--- config.mk ---
export PLATFORM = sky130hd
export DESIGN_NAME = sc_stream_gen
export DESIGN_NICKNAME = d
export VERILOG_FILES = /design/src/rtl/sc_stream_gen.sv
export SDC_FILE = /design/constraint.sdc
export NUM_CORES = 1
export LEC_CHECK = 0
export ABC_AREA = 1
export BUFFER_PORTS_ARGS = -buffer_cell sky130_fd_sc_hd__buf_2
export CAP_MARGIN = 20
export CORE_MARGIN = 2
export CORE_UTILIZATION = 50
export DETAILED_ROUTE_END_ITERATION = 10
export PLACE_DENSITY_LB_ADDON = 0.3
export SYNTH_ARGS = -nofsm -noshare
export SYNTH_HDL_FRONTEND = slang
export SYNTH_SLANG_ARGS = --single-unit
--- constraint.sdc ---
create_clock -name clk -period 1.75 [get_ports clk]
set_clock_uncertainty 0.1 [all_clocks]
set_input_delay 0.35 -clock clk [delete_from_list [all_inputs] [get_ports clk]]
set_output_delay 0.35 -clock clk [all_outputs]
set_load 0.05 [all_outputs]
--- src/rtl/sc_stream_gen.sv ---
// Bipolar stochastic stream generator: two LFSR/comparator encoders feeding an
// XNOR multiplier, emitting one full 255-bit LFSR period per accepted job.
module sc_stream_gen #(
  parameter logic [7:0] SEED_X = 8'h01,
  parameter logic [7:0] SEED_W = 8'hB5
) (
  input  logic       clk,
  input  logic       rst,
  input  logic       start,
  input  logic [7:0] x_in,
  input  logic [7:0] w_in,
  output logic       ready,
  output logic       calc_1,
  output logic       calc_in,
  output logic       done
);

  typedef enum logic [1:0] {S_IDLE, S_STREAM, S_DONE} state_t;

  state_t     state;
  logic [7:0] lfsr_x, lfsr_w;
  logic [7:0] vx, vw;
  logic [7:0] cnt;
  logic [7:0] x_off, w_off;

  assign x_off = x_in ^ 8'h80;
  assign w_off = w_in ^ 8'h80;

  function automatic logic [7:0] lfsr_next(input logic [7:0] s);
    return {s[6:0], s[7] ^ s[5] ^ s[4] ^ s[3]};
  endfunction

  always_ff @(posedge clk or posedge rst) begin
    if (rst) begin
      state   <= S_IDLE;
      ready   <= 1'b1;
      calc_1  <= 1'b0;
      calc_in <= 1'b0;
      done    <= 1'b0;
      lfsr_x  <= SEED_X;
      lfsr_w  <= SEED_W;
      vx      <= 8'd0;
      vw      <= 8'd0;
      cnt     <= 8'd0;
    end else begin
      case (state)
        S_IDLE: begin
          done <= 1'b0;
          if (start) begin
            // First bit is produced from the seeds on the accepting edge so the
            // registered output is valid in the very next cycle.
            vx      <= x_off;
            vw      <= w_off;
            calc_in <= ~((SEED_X <= x_off) ^ (SEED_W <= w_off));
            calc_1  <= 1'b1;
            lfsr_x  <= lfsr_next(SEED_X);
            lfsr_w  <= lfsr_next(SEED_W);
            cnt     <= 8'd0;
            ready   <= 1'b0;
            state   <= S_STREAM;
          end
        end
        S_STREAM: begin
          if (cnt == 8'd254) begin
            calc_1  <= 1'b0;
            calc_in <= 1'b0;
            done    <= 1'b1;
            state   <= S_DONE;
          end else begin
            calc_in <= ~((lfsr_x <= vx) ^ (lfsr_w <= vw));
            lfsr_x  <= lfsr_next(lfsr_x);
            lfsr_w  <= lfsr_next(lfsr_w);
            cnt     <= cnt + 8'd1;
          end
        end
        S_DONE: begin
          done  <= 1'b0;
          cnt   <= 8'd0;
          ready <= 1'b1;
          state <= S_IDLE;
        end
        default: begin
          state   <= S_IDLE;
          ready   <= 1'b1;
          calc_1  <= 1'b0;
          calc_in <= 1'b0;
          done    <= 1'b0;
        end
      endcase
    end
  end

endmodule

# == Word level (Yosys, flattened, before mapping) ==
# Index checks and enable logic that the tools add are counted.
# Widths: inputs -> output; s select.
# word_totals
register_bits,46
elab_cells,67
# classes
addsub,1
order_cmp,4
n_eq_ne,6
muxes,22
n_bitwise,14
reduce_logical,10
# ops
cell,n
$mux 8,6
$pmux 8 s2,2
$pmux 8 s3,1
$le 8x8->1,2
$reduce_and 3->1,3
$add 8x1->8 const B,1
$eq 8x8->1 const B,1
$le 1x8->1 const A,1
$le 8x8->1 const A,1
$reduce_and 2->1,4
$xor 1x1->1,8
$mux 1,7
$ne 2x2->1 const B,3
$not 1->1,6
$pmux 1 s3,2
$mux 2,2
$pmux 2 s2,1
$reduce_bool 3->1,1
$eq 2x1->1 const B,1
$eq 2x2->1 const B,1
$logic_not 2->1,1
$pmux 1 s2,1
$reduce_bool 2->1,1

# == Longest topological paths before layout ==
# Gate-level depths: netlist of the first run.
# depth
depth_word,6
depth_mapped,15
ltp_nobuf,15

# == Worst setup path after synthesis of the first run ==
# No wires, ideal clock.
# synth_path
path_kind,register to register
start,register lfsr_w[7]
end,register calc_in
setup_time_ns,0.118
arrival_ns,1.357
required_time_ns,1.532
slack_ns,0.176
stages_incl_launch_ff,11
path_buffers,0
period_less_slack_ns,1.574
cell_sequence,dfstp_2 ha_1 a21oi_1 o21a_1 nand2_1 nand2_1 nand2_1 nand3_1 nand2_1 nand2_1 nand2_1
# synth_via
elab_chain_cells,5
# synth_rtl
item,line_no,text
start: declaration,21,"logic [7:0] lfsr_x, lfsr_w;"
start signal: assignment,57,lfsr_w <= lfsr_next(SEED_W);
start signal: assignment,72,lfsr_w <= lfsr_next(lfsr_w);
$le 8x8->1,70,calc_in <= ~((lfsr_x <= vx) ^ (lfsr_w <= vw));
$xor 1x1->1,70,
$not 1->1,70,
$mux 1,64,if (cnt == 8'd254) begin
$pmux 1 s3,46,case (state)
end signal: assignment,54,calc_in <= ~((SEED_X <= x_off) ^ (SEED_W <= w_off));
end signal: assignment,70,
end: declaration,14,"output logic calc_in,"
# No other way between the ends.
# A chain may end at the register's enable or synchronous reset.

# == Worst setup path in the final report of the first run ==
# Ends and elaborated chain as after synthesis.

==> results of run 1 <==
## layer usage
metal / vias up / track usage / share of wire
li1: 994 / - / -
met1: 943 / 0.283 / 0.46
met2: 46 / 0.331 / 0.47
met3: 13 / 0.0415 / 0.043
met4: 0 / 0.0734 / 0.024
met5: - / 0 / 0
## worst paths after layout
kind / to / slack, ns / cells after the start
worst max-delay path: calc_in / 0.04 / 10
worst min-delay path: vw[2] / 0.16 / 3
worst max register to register: calc_in / 0.04 / 10
worst min register to register: calc_1 / 0.39 / 2
max in group asynchronous: lfsr_w[7] / 0.77 / 4
min in group asynchronous: vx[3] / 0.51 / 4
## registers in the layout (all words and copies together), names as in the netlist
name and cells:
calc_1 1, calc_in 1, cnt 8, done 1
lfsr_w 8, lfsr_x 8, ready 1, state 2
vw 8, vx 8
## area by class of cell
cell class,count,area [sq um]
Fill cell,401,1700
Tap cell,67,83.8
Sequential cell,46,1160
Inverter,47,186
Clock inverter,2,12.5
Clock buffer,6,82.6
Multi-Input combinational cell,185,1280
Timing Repair Buffer,43,283
## Yosys cell counts, types with 2 or more instances
cell / count / area, sq um
nand3_1: 11 / 55.1
o31ai_1: 7 / 52.6
nand2_2: 2 / 12.5
xor2_1: 4 / 35.0
nand2_4: 2 / 22.5
o22ai_2: 6 / 75.1
nor2_4: 2 / 22.5
a21oi_1: 10 / 50.1
inv_1: 41 / 154
dfrtp_1: 39 / 976
dfstp_2: 7 / 184
inv_2: 5 / 18.8
buf_6: 2 / 22.5
a22oi_1: 3 / 22.5
nand4_1: 2 / 12.5
nand2_1: 65 / 244
buf_2: 3 / 15.0
ha_1: 18 / 225
o21ai_0: 19 / 95.1
xnor2_1: 8 / 70.1
nor2_1: 19 / 71.3
## worst register-to-register path, cell delays in order (launching register included)
cell	delay, ns
dfstp_2	0.60
ha_4	0.22
nand2_1	0.14
o21a_1	0.17
nand2_2	0.06
nand2_1	0.06
nand2_1	0.05
nand3_1	0.07
nand2_1	0.05
nand2_1	0.05
nand2_1	0.05
## where the power goes
group | total, mW | switching [mW] | internal [mW]
logic | 0.194 | 0.119 | 0.0743
clock network | 0.700 | 0.382 | 0.318
registers | 1.10 | 0.0113 | 1.09
total | 1.99 | 0.512 | 1.48
## cell families after synthesis
logic type                 Yosys count
AOI/OAI and AO/OA                   50
xor gates and xnor gates            12
adders and majority gates           18
buffers and inverters               52
DFF                                 46
and+or+nand+nor                    105
## repair_timing
| item | CTS | global route |
|---|---|---|
| buffers inserted | 0 | 11 |
| pin swaps | 0 | 13 |
| hold endpoints to repair | 39 | 0 |
| setup endpoints to repair | 1 | 10 |
| hold buffers | 1 | 0 |
| resized for setup | 2 | 28 |
| cloned | 0 | 0 |
==> flow_metrics.tcl, run 1 <==
set metrics [dict create \
    power_leakage_nw 1.43 \
    yosysSeqAreaShare 0.460 \
    slew_viol_final 0 \
    worst_path_most_repeated_cell "nand2_1" \
    dpl_worst_slack_ns -0.00739 \
    status "finished, final reports clean" \
    drive_gt1_frac 0.316 \
    dpl_cell_area_sq_mm 0.00276 \
    cp-start-kind "flop" \
    async_flop_share 1.00 \
    power_mw 1.99 \
    track_usage 0.208 \
    grt_overflow 0 \
    synth_nets 320 \
    fin_ws_ns 0.0389 \
    hold_path_class "input pin to flop" \
    synth_edf_count 0 \
    cpLargestDelayFamily "flip-flops" \
    hold_viol_final 0 \
    die_w_um 75.0 \
    fmax_mhz 584 \
    synth_warnings 0 \
    cts_tree "done" \
    final_cells 396 \
    ir_drop_mv 0.348 \
    die_area_sq_mm 0.00562 \
    whs_ns 0.156 \
    design_area_sq_mm 0.00309 \
    cp-end-kind "flop" \
    netlist_area_sq_mm 0.00252 \
    synth.area.mux_share 0 \
    initial_utilization 0.527 \
    root_buffer "clkbuf_8" \
    cts.sinks 46 \
    crit_path_max_fanout 3 \
    first_pass_iters 5 \
    grt_max_degree 47 \
    period_needed_ns 1.71 \
    ys_types 29 \
    final_cell_mix "60 x nand2_1, 38 x dfrtp_1, 36 x inv_1" \
    grt_pass1_wl_um 8600 \
    cts_buffer_depth 2 \
    yosys.area_share.simple 0.185 \
    synth_top_family_by_area "simple AND/OR/NAND/NOR gates" \
    drv_cap 0 \
    cts.clk_slew.worst_paths_ns 0.09 \
    synthToLayoutAreaGrowth_pct 22.4 \
    drtIter0Drc 106 \
    synth_seq_cells 46 \
    critPathBufInv 0 \
    synth_ff_type "dfrtp_1" \
    place.gp.congestion 0.802 \
    crit_type "flop to flop" \
    drc_errors 0 \
    grt_pass1_vias 1861 \
    wl_per_cell_um 13.9 \
    antenna_found_initial 0 \
    cts_buffers 5 \
    final_util 0.645 \
    port_buffers 22 \
    nets 365 \
    synth_compound_area_frac 0.136 \
    ant_nets 0 \
    crit_required_ns 1.85 \
    reg2reg_from "lfsr_w[7]" \
    htreeDepth 2 \
    synthCells 283 \
    setup_viol 0 \
    rows 25 \
    setup_tns_ns 0 \
    vias 1996 \
    ios 23 \
    dp_hpwl_um 3750 \
    final_common_cell "nand2_1" \
    worst_pin_slew_ns 0.390 \
    avgSynthCellArea_sq_um 8.90 \
    synthXorXnorAreaFrac 0.0417 \
    via_per_inst 5.04 \
    critPathArrivalTime_ns 1.81 \
    post-route-period-util 0.978 \
    diodes 0 \
    hold_start "w_in[2]" \
    place_inst 376 \
    cp_slowest_cell "dfstp_2" \
    rsz0062_at_grt "yes" \
    critPathLaunch "lfsr_w[7]" \
    routed_wl_um 5520 \
    synth_adder_area_share 0.0894 \
    relSlewSlack 0.739 \
    powerDensity_mw_per_mm2 647 \
    die_h_um 75.0 \
    crit_path_cell_trace "ha_4 > nand2_1 > o21a_1 > nand2_2 > nand2_1 > nand2_1 > nand3_1 > nand2_1 > nand2_1 > nand2_1" \
    core_area_sq_mm 0.00479 \
    slowest_delay_ns 0.60 \
    clk_latency_ns 0.31 \
]
(Power assumes the default switching activity.)
==> run 2: changes to the inputs <==
--- a/config.mk
+++ b/config.mk
@@ -12,6 +12,7 @@
 export CORE_UTILIZATION = 50
 export DETAILED_ROUTE_END_ITERATION = 10
 export PLACE_DENSITY_LB_ADDON = 0.3
+export REMOVE_ABC_BUFFERS = 1
 export SYNTH_ARGS = -nofsm -noshare
 export SYNTH_HDL_FRONTEND = slang
 export SYNTH_SLANG_ARGS = --single-unit
==> run 2 against run 1 <==
Combinational power is 7% lower. Setup slack better by 0.042 ns. Hold slack better by 0.0054 ns. Highest routed layer unchanged. Maximum frequency is 2.5% higher. Critical path type unchanged. Critical path depth is 4 higher. Global-route usage is 1.2 points lower.
==> flow_metrics.tcl, run 2 (same netlist as run 1, synthesis figures left out) <==
set metrics [dict create \
    first_pass_iters 4 \
    cts.clk_slew.worst_paths_ns 0.08 \
    setup_viol 0 \
    grt_overflow 0 \
    cts_buffer_depth 2 \
    whs_ns 0.161 \
    drtIter0Drc 114 \
    dp_hpwl_um 3560 \
    hold_viol_final 0 \
    cts_tree "done" \
    rsz0062_at_grt "yes" \
    diodes 0 \
    die_h_um 75.0 \
    fin_ws_ns 0.0806 \
    design_area_sq_mm 0.00301 \
    cp-start-kind "flop" \
    worst_pin_slew_ns 0.383 \
    route.met3.wl_um 217 \
    grt_pass1_wl_um 8220 \
    cts_buffers 5 \
    crit_type "flop to flop" \
    critPathArrivalTime_ns 1.76 \
    powerDensity_mw_per_mm2 683 \
    crit_required_ns 1.85 \
    antenna_found_initial 0 \
    post-route-period-util 0.954 \
    die_area_sq_mm 0.00562 \
    final_common_cell "nand2_1" \
    cts.sinks 46 \
    dpl_worst_slack_ns 0.0409 \
    power_mw 2.06 \
    synthToLayoutAreaGrowth_pct 19.5 \
    track_usage 0.195 \
    nets 360 \
    vias 1929 \
    port_buffers 22 \
    grt_pass1_vias 1836 \
    power_leakage_nw 1.40 \
    via_per_inst 4.93 \
    hold_path_class "input pin to flop" \
    final_util 0.629 \
    fmax_mhz 599 \
    cp_slowest_cell "dfstp_2" \
    m1WireLength_um 2450 \
    slowest_delay_ns 0.53 \
    crit_path_cell_trace "inv_2 > ha_2 > inv_1 > nand2_1 > nand2_1 > nand2_1 > nand2_1 > nand2_2 > a21oi_2 > nand2_1 > nand3_1 > nand2_1 > nand2_1 > nand2_1" \
    root_buffer "clkbuf_8" \
    place.gp.congestion 0.807 \
    drv_cap 0 \
    core_area_sq_mm 0.00479 \
    drive_gt1_frac 0.293 \
    ir_drop_mv 0.387 \
    ios 23 \
    routed_wl_um 5050 \
    final_cell_mix "62 x nand2_1, 39 x dfrtp_1, 33 x inv_1" \
    drc_errors 0 \
    routed.top_layer "met4" \
    status "finished, final reports clean" \
    period_needed_ns 1.67 \
    crit_path_max_fanout 3 \
    wl_met2_um 2340 \
    relSlewSlack 0.744 \
    clk_latency_ns 0.29 \
    worst_path_most_repeated_cell "nand2_1" \
    initial_utilization 0.527 \
    rows 25 \
    slew_viol_final 0 \
    wl_per_cell_um 12.9 \
    ant_nets 0 \
    dpl_cell_area_sq_mm 0.00275 \
    grt_max_degree 47 \
    die_w_um 75.0 \
    cp-end-kind "flop" \
    htreeDepth 2 \
]
## run 2: cell types whose count changed in the layout (fill, tap and decap cells not counted), sizes merged
cell,change
clkinv,-1
clkbuf,+1
bufinv,+1
buf,-5
clkinvlp,-1
## run 2: per-stage QoR
stage,setup TNS (ns),cells
finish,0,391
detailed placement,0,375
CTS,0,384
floorplan,-9.75,278
global route,-0.0492,391
global placement,0,375
## run 2: repair_timing
| action | in CTS | in global routing |
|---|---|---|
| endpoints found under the setup margin | 0 | 3 |
| resized for setup | 0 | 25 |
| hold buffers | 1 | 0 |
| setup buffers | 0 | 7 |
| hold endpoints to repair | 39 | 0 |
## run 2: metal layers
| layer | global-route usage | up-vias |
|---|---|---|
| li1 | - | 988 |
| met1 | 0.279 | 898 |
| met2 | 0.307 | 39 |
| met3 | 0.0281 | 4 |
| met4 | 0.0655 | 0 |
| met5 | 0 | - |
## run 2: worst paths after layout
path                                 from        end  slack, ns  cells after the start
worst max register to register  lfsr_x[0]    calc_in       0.08                     14
worst max-delay path            lfsr_x[0]    calc_in       0.08                     14
worst min-delay path              x_in[7]      vx[7]       0.16                      2
min in group asynchronous             rst  lfsr_x[2]       0.53                      4
max in group asynchronous             rst  lfsr_w[4]       0.75                      4
worst min register to register      ready      ready       0.39                      2
## run 2: report_power, final
part	switching, mW	leakage (nW)	total [mW]	internal (mW)
Clock	0.344	0.0524	0.771	0.428
Sequential	0.0124	0.525	1.10	1.09
Combinational	0.112	0.822	0.181	0.0697
Total	0.468	1.40	2.06	1.59
## run 2: final cells by class
cell class | instances | area [sq um]
Fill cell | 390 | 1780
Multi-Input combinational cell | 185 | 1230
Sequential cell | 46 | 1160
Timing Repair Buffer | 38 | 245
Inverter | 47 | 184
Tap cell | 67 | 83.8
Clock buffer | 7 | 76.3
Clock inverter | 1 | 30.0
## run 2: worst max-delay path, delay by kind of cell (launching register included)
kind                       cells  cell delay [ns]
and+or+nand+nor               10             0.55
DFF                            1             0.53
adders and majority gates      1             0.17
AOI/OAI and AO/OA              1             0.14
buffers and inverters          2             0.09
==> run 3: changes to the inputs <==
--- a/config.mk
+++ b/config.mk
@@ -8,10 +8,13 @@
 export ABC_AREA = 1
 export BUFFER_PORTS_ARGS = -buffer_cell sky130_fd_sc_hd__buf_2
 export CAP_MARGIN = 20
+export CELL_PAD_IN_SITES_DETAIL_PLACEMENT = 0
+export CELL_PAD_IN_SITES_GLOBAL_PLACEMENT = 1
 export CORE_MARGIN = 2
-export CORE_UTILIZATION = 50
+export CORE_UTILIZATION = 45
 export DETAILED_ROUTE_END_ITERATION = 10
 export PLACE_DENSITY_LB_ADDON = 0.3
+export RECOVER_POWER = 25
 export REMOVE_ABC_BUFFERS = 1
 export SYNTH_ARGS = -nofsm -noshare
 export SYNTH_HDL_FRONTEND = slang
==> run 3 against run 2 <==
Power decreased by 4.1%. Combinational power decreased by 7%. Via count decreased by 3.0%. Sequential power about the same. First-iteration DRC count decreased by 34%. Sequential share of layout area increased by 0.88 points. Setup slack improved by 0.015 ns. Core utilization decreased by 9.1 points. Global-route usage decreased by 1.5 points. Critical path type unchanged. Largest cell class unchanged.
==> flow_metrics.tcl, run 3 (same netlist as run 1, synthesis figures left out) <==
set metrics [dict create \
    status "finished, final reports clean" \
    place.gp.congestion 0.759 \
    drv_cap 0 \
    nets 356 \
    initial_utilization 0.460 \
    vias 1872 \
    powerDensity_mw_per_mm2 669 \
    final_common_cell "nand2_1" \
    crit_required_ns 1.85 \
    final_cells 392 \
    fillerInstances 543 \
    port_buffers 22 \
    die_w_um 78.8 \
    antenna_found_initial 0 \
    cts.sinks 46 \
    rsz0062_at_grt "yes" \
    ios 23 \
    track_usage 0.180 \
    worst_pin_slew_ns 0.640 \
    cts_tree "done" \
    dp_hpwl_um 3610 \
    core_area_sq_mm 0.00547 \
    drive_gt1_frac 0.266 \
    grt_pass1_wl_um 8600 \
    grt_overflow 0 \
    hold_path_class "input pin to flop" \
    power_mw 1.97 \
    setup_viol 0 \
    slew_viol_final 0 \
    wl_per_cell_um 12.9 \
    grt_max_degree 47 \
    ant_nets 0 \
    routed_wl_um 5060 \
    crit_path_max_fanout 3 \
    via_per_inst 4.78 \
    period_needed_ns 1.65 \
    die_h_um 78.8 \
    setup_tns_ns 0 \
    first_pass_iters 4 \
    critPathArrivalTime_ns 1.76 \
    whs_ns 0.165 \
    htreeDepth 2 \
    global_route.peak_usage_layer "met2" \
    cts.clk_slew.worst_paths_ns 0.09 \
    grt_use_met3 0.0273 \
    cts_buffer_depth 2 \
    cts_buffers 5 \
    die_area_sq_mm 0.00621 \
    drtIter0Drc 75 \
    relSlewSlack 0.573 \
    clk_latency_ns 0.30 \
    rows 27 \
    use_met1 0.253 \
    crit_type "flop to flop" \
    grt_pass1_vias 1863 \
    fin_ws_ns 0.0961 \
    fmax_mhz 605 \
    synthToLayoutAreaGrowth_pct 16.8 \
    root_buffer "clkbuf_8" \
    power_leakage_nw 1.38 \
    final_cell_mix "63 x nand2_1, 39 x dfrtp_1, 37 x inv_1" \
    cp-start-kind "flop" \
    cp-end-kind "flop" \
    ir_drop_mv 0.395 \
    dpl_worst_slack_ns 0.0463 \
    diodes 0 \
    hold_viol_final 0 \
    met2_usage 0.284 \
    place_inst 379 \
    post-route-period-util 0.945 \
    drc_errors 0 \
]
[run 3: cell count changes in the layout (fill, tap and decap cells not counted), moves of 2 or more]
| cell | previous run | this run |
|---|---|---|
| buf_4 | 14 | 10 |
| inv_1 | 33 | 37 |
| clkbuf_1 | 2 | 0 |
| inv_2 | 13 | 9 |
[run 3: timing repair]
action / CTS / global route
hold endpoints to repair: 39 / 0
hold buffers: 1 / 0
resized for setup: 0 / 18
endpoints found under the setup margin: 0 / 6
setup buffers: 0 / 4
[run 3: cell type report]
type / count / area, sq um / area share
multi-input combinational: 185 / 1210 / 0.412
sequential: 46 / 1160 / 0.394
timing repair buffer: 34 / 203 / 0.0689
inverter: 47 / 184 / 0.0625
tap: 72 / 90.1 / 0.0306
clock buffer: 6 / 82.6 / 0.0281
clock inverter: 2 / 12.5 / 0.00425
[run 3: report_power, final]
group          switching [mW]  internal, mW  total (mW)
Sequential             0.0111          1.09        1.10
Combinational           0.107        0.0619       0.169
Clock                   0.381         0.318       0.699
[run 3: worst max-delay path, cell delays in order (launching register included)]
cell	delay, ns
dfstp_2	0.56
ha_1	0.24
a21oi_1	0.15
o21a_1	0.14
nand2_1	0.07
nand2_1	0.06
nand2_1	0.05
nand3_1	0.06
nand2_1	0.05
nand2_1	0.05
nand2_1	0.05
[run 3: path summary, 6_finish.rpt]
check	slack, ns	from	end	depth (start not counted)
max in group asynchronous	0.41	rst	vx[7]	4
max reg2reg	0.1	lfsr_w[7]	calc_in	10
min reg2reg	0.39	calc_1	calc_1	2
min	0.17	w_in[3]	vw[3]	3
min in group asynchronous	0.70	rst	cnt[4]	4
max	0.1	lfsr_w[7]	calc_in	10
[run 3: metrics by stage]
stage | util | cell area, sq um
2_1_floorplan | - | 2480
3_3_place_gp | 0.502 | 2750
3_5_place_dp | 0.502 | 2750
4_1_cts | 0.521 | 2850
5_1_grt | 0.538 | 2940
6_report | 0.538 | 2940
[run 3: routing by layer]
| metal | routed length (um) | vias up |
|---|---|---|
| li1 | - | 979 |
| met1 | 2610 | 865 |
| met2 | 2210 | 21 |
| met3 | 149 | 7 |
| met4 | 80 | 0 |
| met5 | 0 | - |
